File: src/rtl/icache_fill_ctrl.sv
`default_nettype none
// ============================================================================
// Module   : icache_fill_ctrl
// Purpose  : Read-side controller for a direct-mapped instruction cache with
//            one word per line. It looks up fetch requests, returns hits
//            directly, and fills misses from memory before returning the word.
// Ports    : clk, reset (async, active low)
//            req_valid/req_ready/req_addr         - fetch request handshake
//            resp_valid/resp_data/resp_hit        - one-cycle response pulse
//            mem_req_valid/ready/addr             - fill request to memory
//            mem_resp_valid/mem_resp_data         - fill data from memory
//            flush                                - invalidate all lines
//            hit_count/miss_count                 - saturating statistics
// Revision : 1.0 - initial release
// ============================================================================
module icache_fill_ctrl #(
    parameter int ADDR_WIDTH = 32,
    parameter int DATA_WIDTH = 32,
    parameter int NUM_LINES  = 4,
    parameter int CNT_WIDTH  = 16
) (
    input  logic                  clk,
    input  logic                  reset,
    input  logic                  req_valid,
    output logic                  req_ready,
    input  logic [ADDR_WIDTH-1:0] req_addr,
    output logic                  resp_valid,
    output logic [DATA_WIDTH-1:0] resp_data,
    output logic                  resp_hit,
    output logic                  mem_req_valid,
    input  logic                  mem_req_ready,
    output logic [ADDR_WIDTH-1:0] mem_req_addr,
    input  logic                  mem_resp_valid,
    input  logic [DATA_WIDTH-1:0] mem_resp_data,
    input  logic                  flush,
    output logic [CNT_WIDTH-1:0]  hit_count,
    output logic [CNT_WIDTH-1:0]  miss_count
);

    localparam int IDX_W = $clog2(NUM_LINES);
    localparam int TAG_W = ADDR_WIDTH - 2 - IDX_W;

    localparam logic [2:0] S_IDLE     = 3'd0;
    localparam logic [2:0] S_COMPARE  = 3'd1;
    localparam logic [2:0] S_MEM_REQ  = 3'd2;
    localparam logic [2:0] S_MEM_WAIT = 3'd3;
    localparam logic [2:0] S_RESPOND  = 3'd4;

    logic [2:0]            r_state;
    logic [ADDR_WIDTH-1:0] r_addr;
    logic                  r_valid [NUM_LINES];
    logic [TAG_W-1:0]      r_tag   [NUM_LINES];
    logic [DATA_WIDTH-1:0] r_data  [NUM_LINES];
    logic                  r_flush_pending;
    logic                  r_mem_req_valid;
    logic [ADDR_WIDTH-1:0] r_mem_req_addr;
    logic [DATA_WIDTH-1:0] r_fill_data;
    logic [DATA_WIDTH-1:0] r_resp_data;
    logic [CNT_WIDTH-1:0]  r_hit_cnt;
    logic [CNT_WIDTH-1:0]  r_miss_cnt;

    logic [IDX_W-1:0]      w_idx;
    logic [TAG_W-1:0]      w_tag;
    logic                  w_hit;
    logic                  w_cmp_hit;
    logic [DATA_WIDTH-1:0] w_lookup_data;
    logic                  w_fill_we;
    logic                  w_flush_clr;
    logic                  w_accept;

    // Lookup always uses the registered address, so the index/tag seen in
    // COMPARE and in MEM_WAIT (line write) refer to the same request.
    assign w_idx         = r_addr[2 +: IDX_W];
    assign w_tag         = r_addr[ADDR_WIDTH-1 -: TAG_W];
    assign w_hit         = r_valid[w_idx] && (r_tag[w_idx] == w_tag);
    assign w_cmp_hit     = (r_state == S_COMPARE) && w_hit;
    assign w_lookup_data = r_data[w_idx];
    assign w_fill_we     = (r_state == S_MEM_WAIT) && mem_resp_valid;
    // A flush seen outside IDLE is deferred; the invalidate happens on the
    // first IDLE cycle, which is also why no request is accepted then.
    assign w_flush_clr   = (r_state == S_IDLE) && (flush || r_flush_pending);
    assign req_ready     = (r_state == S_IDLE) && !r_flush_pending && !flush;
    assign w_accept      = req_valid && req_ready;

    // Line storage: valid bits are reset, tag/data are plain enabled flops.
    for (genvar g = 0; g < NUM_LINES; g++) begin : g_line
        always_ff @(posedge clk or negedge reset) begin
            if (!reset) begin
                r_valid[g] <= 1'b0;
            end else if (w_flush_clr) begin
                r_valid[g] <= 1'b0;
            end else if (w_fill_we && (w_idx == IDX_W'(g))) begin
                r_valid[g] <= 1'b1;
            end
        end

        always_ff @(posedge clk) begin
            if (w_fill_we && (w_idx == IDX_W'(g))) begin
                r_tag[g]  <= w_tag;
                r_data[g] <= mem_resp_data;
            end
        end
    end

    always_ff @(posedge clk or negedge reset) begin
        if (!reset) begin
            r_state         <= S_IDLE;
            r_addr          <= '0;
            r_flush_pending <= 1'b0;
            r_mem_req_valid <= 1'b0;
            r_mem_req_addr  <= '0;
            r_fill_data     <= '0;
            r_resp_data     <= '0;
            r_hit_cnt       <= '0;
            r_miss_cnt      <= '0;
        end else begin
            case (r_state)
                S_IDLE: begin
                    if (w_flush_clr) begin
                        r_flush_pending <= 1'b0;
                    end
                    if (w_accept) begin
                        r_addr  <= req_addr;
                        r_state <= S_COMPARE;
                    end
                end
                S_COMPARE: begin
                    if (w_hit) begin
                        r_resp_data <= w_lookup_data;
                        if (r_hit_cnt != '1) begin
                            r_hit_cnt <= r_hit_cnt + 1'b1;
                        end
                        r_state <= S_IDLE;
                    end else begin
                        if (r_miss_cnt != '1) begin
                            r_miss_cnt <= r_miss_cnt + 1'b1;
                        end
                        r_mem_req_valid <= 1'b1;
                        r_mem_req_addr  <= {r_addr[ADDR_WIDTH-1:2], 2'b00};
                        r_state         <= S_MEM_REQ;
                    end
                end
                S_MEM_REQ: begin
                    if (mem_req_ready) begin
                        r_mem_req_valid <= 1'b0;
                        r_state         <= S_MEM_WAIT;
                    end
                end
                S_MEM_WAIT: begin
                    if (mem_resp_valid) begin
                        r_fill_data <= mem_resp_data;
                        r_state     <= S_RESPOND;
                    end
                end
                S_RESPOND: begin
                    r_resp_data <= r_fill_data;
                    r_state     <= S_IDLE;
                end
                default: begin
                    r_state <= S_IDLE;
                end
            endcase

            if (flush && (r_state != S_IDLE)) begin
                r_flush_pending <= 1'b1;
            end
        end
    end

    // The response is driven straight from the lookup/fill registers so a hit
    // is visible in the COMPARE cycle; r_resp_data keeps the last word shown.
    assign resp_valid    = w_cmp_hit || (r_state == S_RESPOND);
    assign resp_hit      = w_cmp_hit;
    assign resp_data     = w_cmp_hit                ? w_lookup_data :
                           (r_state == S_RESPOND)   ? r_fill_data   :
                                                      r_resp_data;
    assign mem_req_valid = r_mem_req_valid;
    assign mem_req_addr  = r_mem_req_addr;
    assign hit_count     = r_hit_cnt;
    assign miss_count    = r_miss_cnt;

endmodule
`default_nettype wire

File: config.mk
export PLATFORM = sky130hd
export DESIGN_NAME = icache_fill_ctrl
export DESIGN_NICKNAME = d
export VERILOG_FILES = /design/src/rtl/icache_fill_ctrl.sv
export SDC_FILE = /design/constraint.sdc
export NUM_CORES = 1
export LEC_CHECK = 0
export CAP_MARGIN = 20
export CORE_ASPECT_RATIO = 1.4
export CORE_MARGIN = 2
export CORE_UTILIZATION = 45
export CTS_CLUSTER_SIZE = 24
export DETAILED_ROUTE_END_ITERATION = 6
export GPL_TIMING_DRIVEN = 0
export MAX_ROUTING_LAYER = met4
export PLACE_DENSITY = 0.68
export SLEW_MARGIN = 0
export SYNTH_ARGS = -nofsm -noshare
export SYNTH_HDL_FRONTEND = slang
export SYNTH_SLANG_ARGS = --single-unit
File: constraint.sdc
create_clock -name clk -period 11.3 [get_ports clk]
set_input_delay 1.695 -clock clk [delete_from_list [all_inputs] [get_ports clk]]
set_output_delay 1.695 -clock clk [all_outputs]
set_load 0.005 [all_outputs]
==> out/qor.csv, run 1 <==
stage,metric,value,unit
status,status,"complete, no violations",
sta,fin_tns_setup,0,ns
clock_tree,cts_resized,0,
clock_tree,cts_tree,built,
synthesis,netlist_area,0.0165,sq mm
clock_tree,post_cts_buffers,0,
placed_design,gp_congestion,0.843,
synthesis,ys.warnings.count,0,
placed_design,dpl_cell_area,0.0190,sq mm
layout,fillers,2870,
sta,rsz0062_at_grt,false,
worst_setup_path,endpoint_kind,output pin,
die,pin_count,170,
die,row_count,82,
worst_setup_path,criticalPathCategory,flop to output pin,
worst_setup_path,startpoint_type,flop,
power_and_ir_drop,leakage,8.25,nW
synthesis,synth_most_common_cell,edfxtp_1,
clock_tree,cts.sinks,405,
sta,fin_ws,4.79,ns
grt,grt_overflow,0,
synthesis,synth_seq_cells,405,
worst_setup_path,worstPathRequired,9.61,ns
layout,area_growth_syn_to_layout,23.5,%
synthesis,yosysSeqAreaShare,68.8,%
sta,period_share,57.6,%
drt,drt_iter0_drc,780,
clock_tree,cts_buffer_depth,3,
grt,gr-usage-met1,23.9,%
sta,hold_violations,0,
sta,worstMarginPinSlew,1.10,ns
drt,wl,37700,microns
layout,final_area,0.0204,sq mm
synthesis,synth_top_area_cell,edfxtp_1,
die,core_area,0.0359,sq mm
synthesis,synth_top_area_share,43.7,%
job,drv_cap,0,
power_and_ir_drop,finalPower,4.86,mW
sta,slew_viol_final,0,
power_and_ir_drop,powerDensity,239,mW/mm^2
placed_design,port_buffers,165,
die,start_util,45.9,%
synthesis,synth_common_cells,"240 x edfxtp_1, 165 x dfrtp_1, 132 x nand2_1",
sta,fin_skew,0.0141,ns
clock_tree,htreeDepth,2,
sta,finalSetupViolCount,0,
die,die_x,166,microns
drt,drc_errors,0,
sta,finalHoldWorstSlack,0.475,ns
layout,final_net_count,1328,
sta,max-slew-margin-rel,26.5,%
placed_design,placed_cells,1676,
die,dieArea,0.0382,sq mm
power_and_ir_drop,vdd_drop_max,0.000157,V
die,dieHeight,230,microns
clock_tree,clock-root-buffer,clkbuf_16,
layout,drive_gt1_share,16.8,%
grt,grt_max_degree,100,
drt,num_vias,9606,
clock_tree,clk-insertion-delay-late,0.54,ns
placed_design,place_hpwl,25600,microns
synthesis,synth.distinct_cells,59,
sta,max_freq,154,MHz
grt,grt_pass1_wl,58600,microns
drt,wl_per_cell,21.5,microns
grt,grt_pass1_vias,10200,
clock_tree,numCtsBuffers,40,
synthesis,synth.avg_cell_area,16.0,sq um
grt,grt_use_total,20.5,%
placed_design,dp_slack,5.33,ns
worst_setup_path,cp_max_fo,10,
synthesis,synth-async-reset-ratio,40.7,%
synthesis,synth_area_leaders,"edfxtp_1 44%, dfrtp_1 25%, mux4_2 5.5%",
worst_setup_path,cp.arrival,4.81,ns
synthesis,synth-main-ff-cell,edfxtp_1,
drt,first_pass_iters,5,
clock_tree,clkTransAtPathRegs,0.06,ns
synthesis,synth_edf_count,240,
layout,post_layout_nonfiller_instances,1753,
worst_hold_path,worstHoldPathType,flop to flop,
layout,fin_util,56.7,%
grt,grt_use_met2,36.6,%
grt,busiest_layer,met2,
worst_hold_path,hold_depth,2,
synthesis,syn_inst,1032,
grt,antenna_found_initial,3,
drt,final_antenna_net_count,0,
worst_setup_path,r2r_cells,13,
drt,via_per_inst,5.48,
grt,grt_util_met3,2.74,%
sta,period_needed,6.51,ns
clock_tree,cts_hold_buf,0,
metal layers:
layer  wire [microns]  up-vias  share of wire (%)
li1                 -     4361                  -
met1            14800     4881                 39
met2            20300      290                 54
met3             1550       74                4.1
met4             1050        0                2.8
met5                0        -                  0
area by class of cell:
cell class | count | area (sq um) | share of cell area, %
diodes | 3 | 7.51 | 0.0369
plain buffers | 52 | 312 | 1.53
clock buffers | 53 | 1120 | 5.51
clock inverters | 21 | 272 | 1.33
inverters | 14 | 52.6 | 0.258
multi-input cells | 562 | 4810 | 23.6
flip-flops and latches | 405 | 11300 | 55.7
well taps | 462 | 578 | 2.84
repair buffers | 181 | 1870 | 9.21
state kept, by name, summed over array words and instances (netlist names):
register and cells:
r_data 128, r_tag 112, r_fill_data 32, r_resp_data 32
mem_req_addr 30, r_addr 30, hit_count 16, miss_count 16
r_valid 4, r_state 3, mem_req_valid 1, r_flush_pending 1
path summary, 6_finish.rpt:
check	from	endpoint	slack [ns]
worst max-delay path	r_addr[2]$_DFFE_PN0P_	resp_data[26]	4.79
max in group asynchronous	reset	mem_req_addr[14]$_DFFE_PN0P_	9.26
worst max register to register	r_addr[2]$_DFFE_PN0P_	r_resp_data[30]$_DFFE_PN0P_	7.41
min in group asynchronous	reset	r_resp_data[7]$_DFFE_PN0P_	1.10
worst min-delay path	r_fill_data[21]$_DFFE_PN0P_	r_fill_data[21]$_DFFE_PN0P_	0.47
worst min register to register	r_fill_data[21]$_DFFE_PN0P_	r_fill_data[21]$_DFFE_PN0P_	0.47
where the power goes:
group	leakage [nW]	switching [mW]	internal, mW
sequential	4.28	0.216	1.89
combinational	3.28	0.634	0.722
clock	0.683	0.556	0.841
total	8.25	1.41	3.46
critical path, stage by stage (launching register included):
cell and delay, ns:
dfrtp_1 0.38, buf_6 0.15, buf_8 0.15, inv_1 0.07, clkbuf_1 0.47, o21ai_0 0.33, or4_1 0.57, a22oi_1 0.28
nand4_1 0.29, nor2_1 0.27, nor2_1 0.09, buf_2 0.26, buf_2 0.24, a21o_1 0.24, clkdlybuf4s50_1 0.46
layout by cell type, fill, tap and decap left out, types with 4 or more instances in the layout:
cell	n
edfxtp_1	240
dfrtp_1	165
clkdlybuf4s50_1	164
nand2_1	132
a21o_1	65
mux2_2	60
clkbuf_16	42
mux4_2	40
a22o_1	33
clkbuf_1	29
xnor2_1	23
mux2i_1	20
buf_6	19
xor2_1	18
o21ai_0	16
mux4_1	14
nor2_1	14
nand3_1	14
inv_1	13
and3_1	11
buf_2	9
buf_4	9
nand4_1	9
nand2b_1	9
nor3_1	9
nor3b_1	8
a21oi_1	7
clkinv_2	7
bufinv_16	6
nor4_1	5
buf_1	5
clkinv_1	5
o21a_1	5
a22oi_1	4
logic make-up after synthesis:
kind of cell | count (synthesis) | synth area share, %
AO/OA/AOI/OAI | 148 | 6.76
XOR/XNOR | 41 | 2.18
adder cells (fa/ha/maj) | 2 | 0.152
buffers and inverters | 66 | 2.21
flip-flops | 405 | 68.8
multiplexers | 135 | 13.1
other | 1 | 0.0228
AND/OR/NAND/NOR | 234 | 6.80
Note: power is estimated with default switching activity, not from simulation.
==> run 2, diff against run 1 <==
--- a/config.mk
+++ b/config.mk
@@ -13,7 +13,7 @@
 export DETAILED_ROUTE_END_ITERATION = 6
 export GPL_TIMING_DRIVEN = 0
 export MAX_ROUTING_LAYER = met4
-export PLACE_DENSITY = 0.68
+export PLACE_DENSITY = 0.7
 export SLEW_MARGIN = 0
 export SYNTH_ARGS = -nofsm -noshare
 export SYNTH_HDL_FRONTEND = slang
==> constraint.sdc (replaced) <==
create_clock -name clk -period 5.25 [get_ports clk]
set_input_delay 0.7875 -clock clk [delete_from_list [all_inputs] [get_ports clk]]
set_output_delay 0.7875 -clock clk [all_outputs]
set_load 0.005 [all_outputs]
==> run 2 against run 1 <==
Compared with the run above: via count grew 0.17%; worst setup slack got worse by 4.6 ns; critical path depth shrank 1; first-iteration DRC count decreased by 23%; sequential power is 120% higher; sequential cell count unchanged; critical endpoint unchanged; design area grew 0.55%; global-route usage is 0.31 points lower; clock skew up 0.0034 ns; die area did not move.
==> out/qor.csv, run 2 (same netlist as run 1, synthesis figures left out) <==
stage,metric,value,unit,change
power_and_ir_drop,vdd_drop_max,0.000377,V,+140%
worst_setup_path,cp.arrival,4.25,ns,-0.56 ns
die,dieArea,0.0382,sq mm,unchanged
worst_setup_path,criticalPathCategory,flop to output pin,,
sta,hold_violations,0,,unchanged
worst_setup_path,rr_endpoint,mem_req_addr[11]$_DFFE_PN0P_,,
worst_setup_path,endpoint_kind,output pin,,
sta,fin_tns_setup,0,ns,unchanged
die,core_area,0.0359,sq mm,unchanged
drt,via_per_inst,5.47,,-0.23%
drt,first_pass_iters,5,,unchanged
sta,worstMarginPinSlew,1.02,ns,-0.0752 ns
worst_setup_path,worstPathRequired,4.46,ns,-5.15 ns
sta,finalSetupViolCount,0,,unchanged
die,dieHeight,230,microns,unchanged
sta,fin_skew,0.0175,ns,+0.00340 ns
clock_tree,cts.sinks,405,,unchanged
sta,max-slew-margin-rel,31.7,%,+5.2 points
layout,top_register,r_data,,
clock_tree,htreeDepth,2,,unchanged
placed_design,dpl_cell_area,0.0190,sq mm,+0.18%
layout,post_layout_nonfiller_instances,1760,,+0.40%
worst_setup_path,r2r_cells,10,,-3
sta,period_share,95.9,%,
worst_setup_path,startpoint_type,flop,,
clock_tree,clock-root-buffer,clkbuf_16,,
power_and_ir_drop,leakage,8.29,nW,+0.55%
drt,final_antenna_net_count,0,,unchanged
sta,max_freq,199,MHz,
die,pin_count,170,,unchanged
layout,final_net_count,1335,,+0.53%
drt,drt_iter0_drc,601,,-23%
drt,num_vias,9622,,+0.17%
layout,layout_common_cells,"240 x edfxtp_1, 165 x dfrtp_1, 164 x clkdlybuf4s50_1, 132 x nand2_1, 65 x a21o_1",,
drt,wl,37200,microns,-1.5%
die,row_count,82,,unchanged
placed_design,placed_cells,1678,,+0.12%
grt,antenna_found_initial,2,,-1
grt,grt_pass1_wl,57900,microns,-1.2%
grt,grt_max_degree,89,,-11%
grt,grt_pass1_vias,9946,,-2.9%
layout,drive_gt1_share,17.8,%,+0.98 points
layout,top_regs,"r_data (128), r_tag (112)",,
clock_tree,cts_hold_buf,0,,unchanged
layout,largest_reg_flops,128,,unchanged
worst_setup_path,r2r-start,r_addr[3]$_DFFE_PN0P_,,
grt,grt_overflow,0,,unchanged
worst_setup_path,reg2reg_slack,1.69,ns,-5.72 ns
sta,rsz0062_at_grt,false,,
worst_hold_path,worstHoldPathType,input pin to async pin,,
placed_design,place_hpwl,25300,microns,-0.89%
layout,layout_commonest_cell,edfxtp_1,,
clock_tree,clkTransAtPathRegs,0.06,ns,about the same
drt,drc_errors,0,,unchanged
die,start_util,45.9,%,unchanged
clock_tree,cts_tree,built,,
power_and_ir_drop,powerDensity,510,mW/mm^2,+110%
placed_design,port_buffers,165,,unchanged
status,status,"complete, no violations",,
sta,period_needed,5.04,ns,
clock_tree,cts_buffer_depth,3,,unchanged
grt,grt_use_total,20.2,%,-0.31 points
clock_tree,numCtsBuffers,41,,+2.5%
power_and_ir_drop,finalPower,10.4,mW,+110%
worst_setup_path,cp_max_fo,10,,unchanged
layout,area_growth_syn_to_layout,24.2,%,
sta,slew_viol_final,0,,unchanged
clock_tree,clk-insertion-delay-late,0.55,ns,about the same
job,drv_cap,0,,unchanged
die,die_x,166,microns,unchanged
placed_design,gp_congestion,0.836,,-0.82%
drt,wl_per_cell,21.1,microns,-1.9%
layout,final_area,0.0205,sq mm,+0.55%
run 2: cell count changes in the layout (fill, tap and decap cells not counted), sizes merged:
| cell | delta |
|---|---|
| bufinv | -2 |
| buf | +6 |
| diode | -1 |
| clkinv | +4 |
| inv | -2 |
| clkinvlp | +2 |
run 2: per-stage QoR:
step                      hold slack, ns  setup WS (ns)  utilization [%]
after floorplan                    0.446         -0.966                -
after global routing               0.282        0.00628             57.0
final                              0.228          0.214             57.0
after CTS                          0.261         0.0678             56.9
after global placement             0.458          -5.21             52.1
after detailed placement           0.463          0.279             52.9
run 2: area by class of cell:
class,instances,area (sq um)
inverters,14,56.3
plain buffers,51,338
fillers,2833,15400
diodes,2,5.00
well taps,462,578
repair buffers,188,1960
flip-flops and latches,405,11300
clock buffers,53,1150
clock inverters,23,215
multi-input cells,562,4830
run 2: critical path, stage by stage (launching register included):
cell             delay, ns
dfrtp_1               0.34
buf_6                 0.17
buf_8                 0.18
mux4_1                0.59
xnor2_1               0.24
nand2_1               0.09
nand4b_1              0.19
or4_4                 0.51
nor3_4                0.25
buf_12                0.15
buf_6                 0.16
a22o_1                0.16
a21o_1                0.14
clkdlybuf4s50_1       0.51
run 2: how the worst max path moves through the flow:
stage / end / slack [ns] / startpoint
2_1_floorplan: r_data[1][0]$_DFFE_PP_ / -0.97 / r_addr[3]$_DFFE_PN0P_
3_3_place_gp: r_tag[0][20]$_DFFE_PP_ / -5.21 / r_addr[3]$_DFFE_PN0P_
3_5_place_dp: resp_data[26] / 0.28 / r_addr[2]$_DFFE_PN0P_
4_1_cts: resp_data[26] / 0.07 / r_addr[3]$_DFFE_PN0P_
5_1_grt: resp_data[6] / 0.006 / r_addr[3]$_DFFE_PN0P_
6_report: resp_data[26] / 0.21 / r_addr[2]$_DFFE_PN0P_
run 2: layer usage:
layer	global-route usage [%]	wire [microns]	part of all wire, %	vias up
li1	-	-	-	4372
met1	23.6	14500	39	4912
met2	36.0	20000	54	278
met3	3.12	1770	4.8	60
met4	6.22	935	2.5	0
met5	-	0	0	-
run 2: where the power goes:
part	switching (mW)	total, mW	internal, mW
sequential	0.462	4.54	4.07
combinational	1.37	2.95	1.59
clock	1.20	2.95	1.75
total	3.03	10.4	7.41
run 2: repair_timing:
| item | CTS | global route |
|---|---|---|
| gates resized for setup | 3 | 13 |
| gates cloned | 0 | 0 |
| endpoints found under the setup margin | 33 | 33 |
| setup buffers | 5 | 0 |
| pin swaps | 2 | 1 |
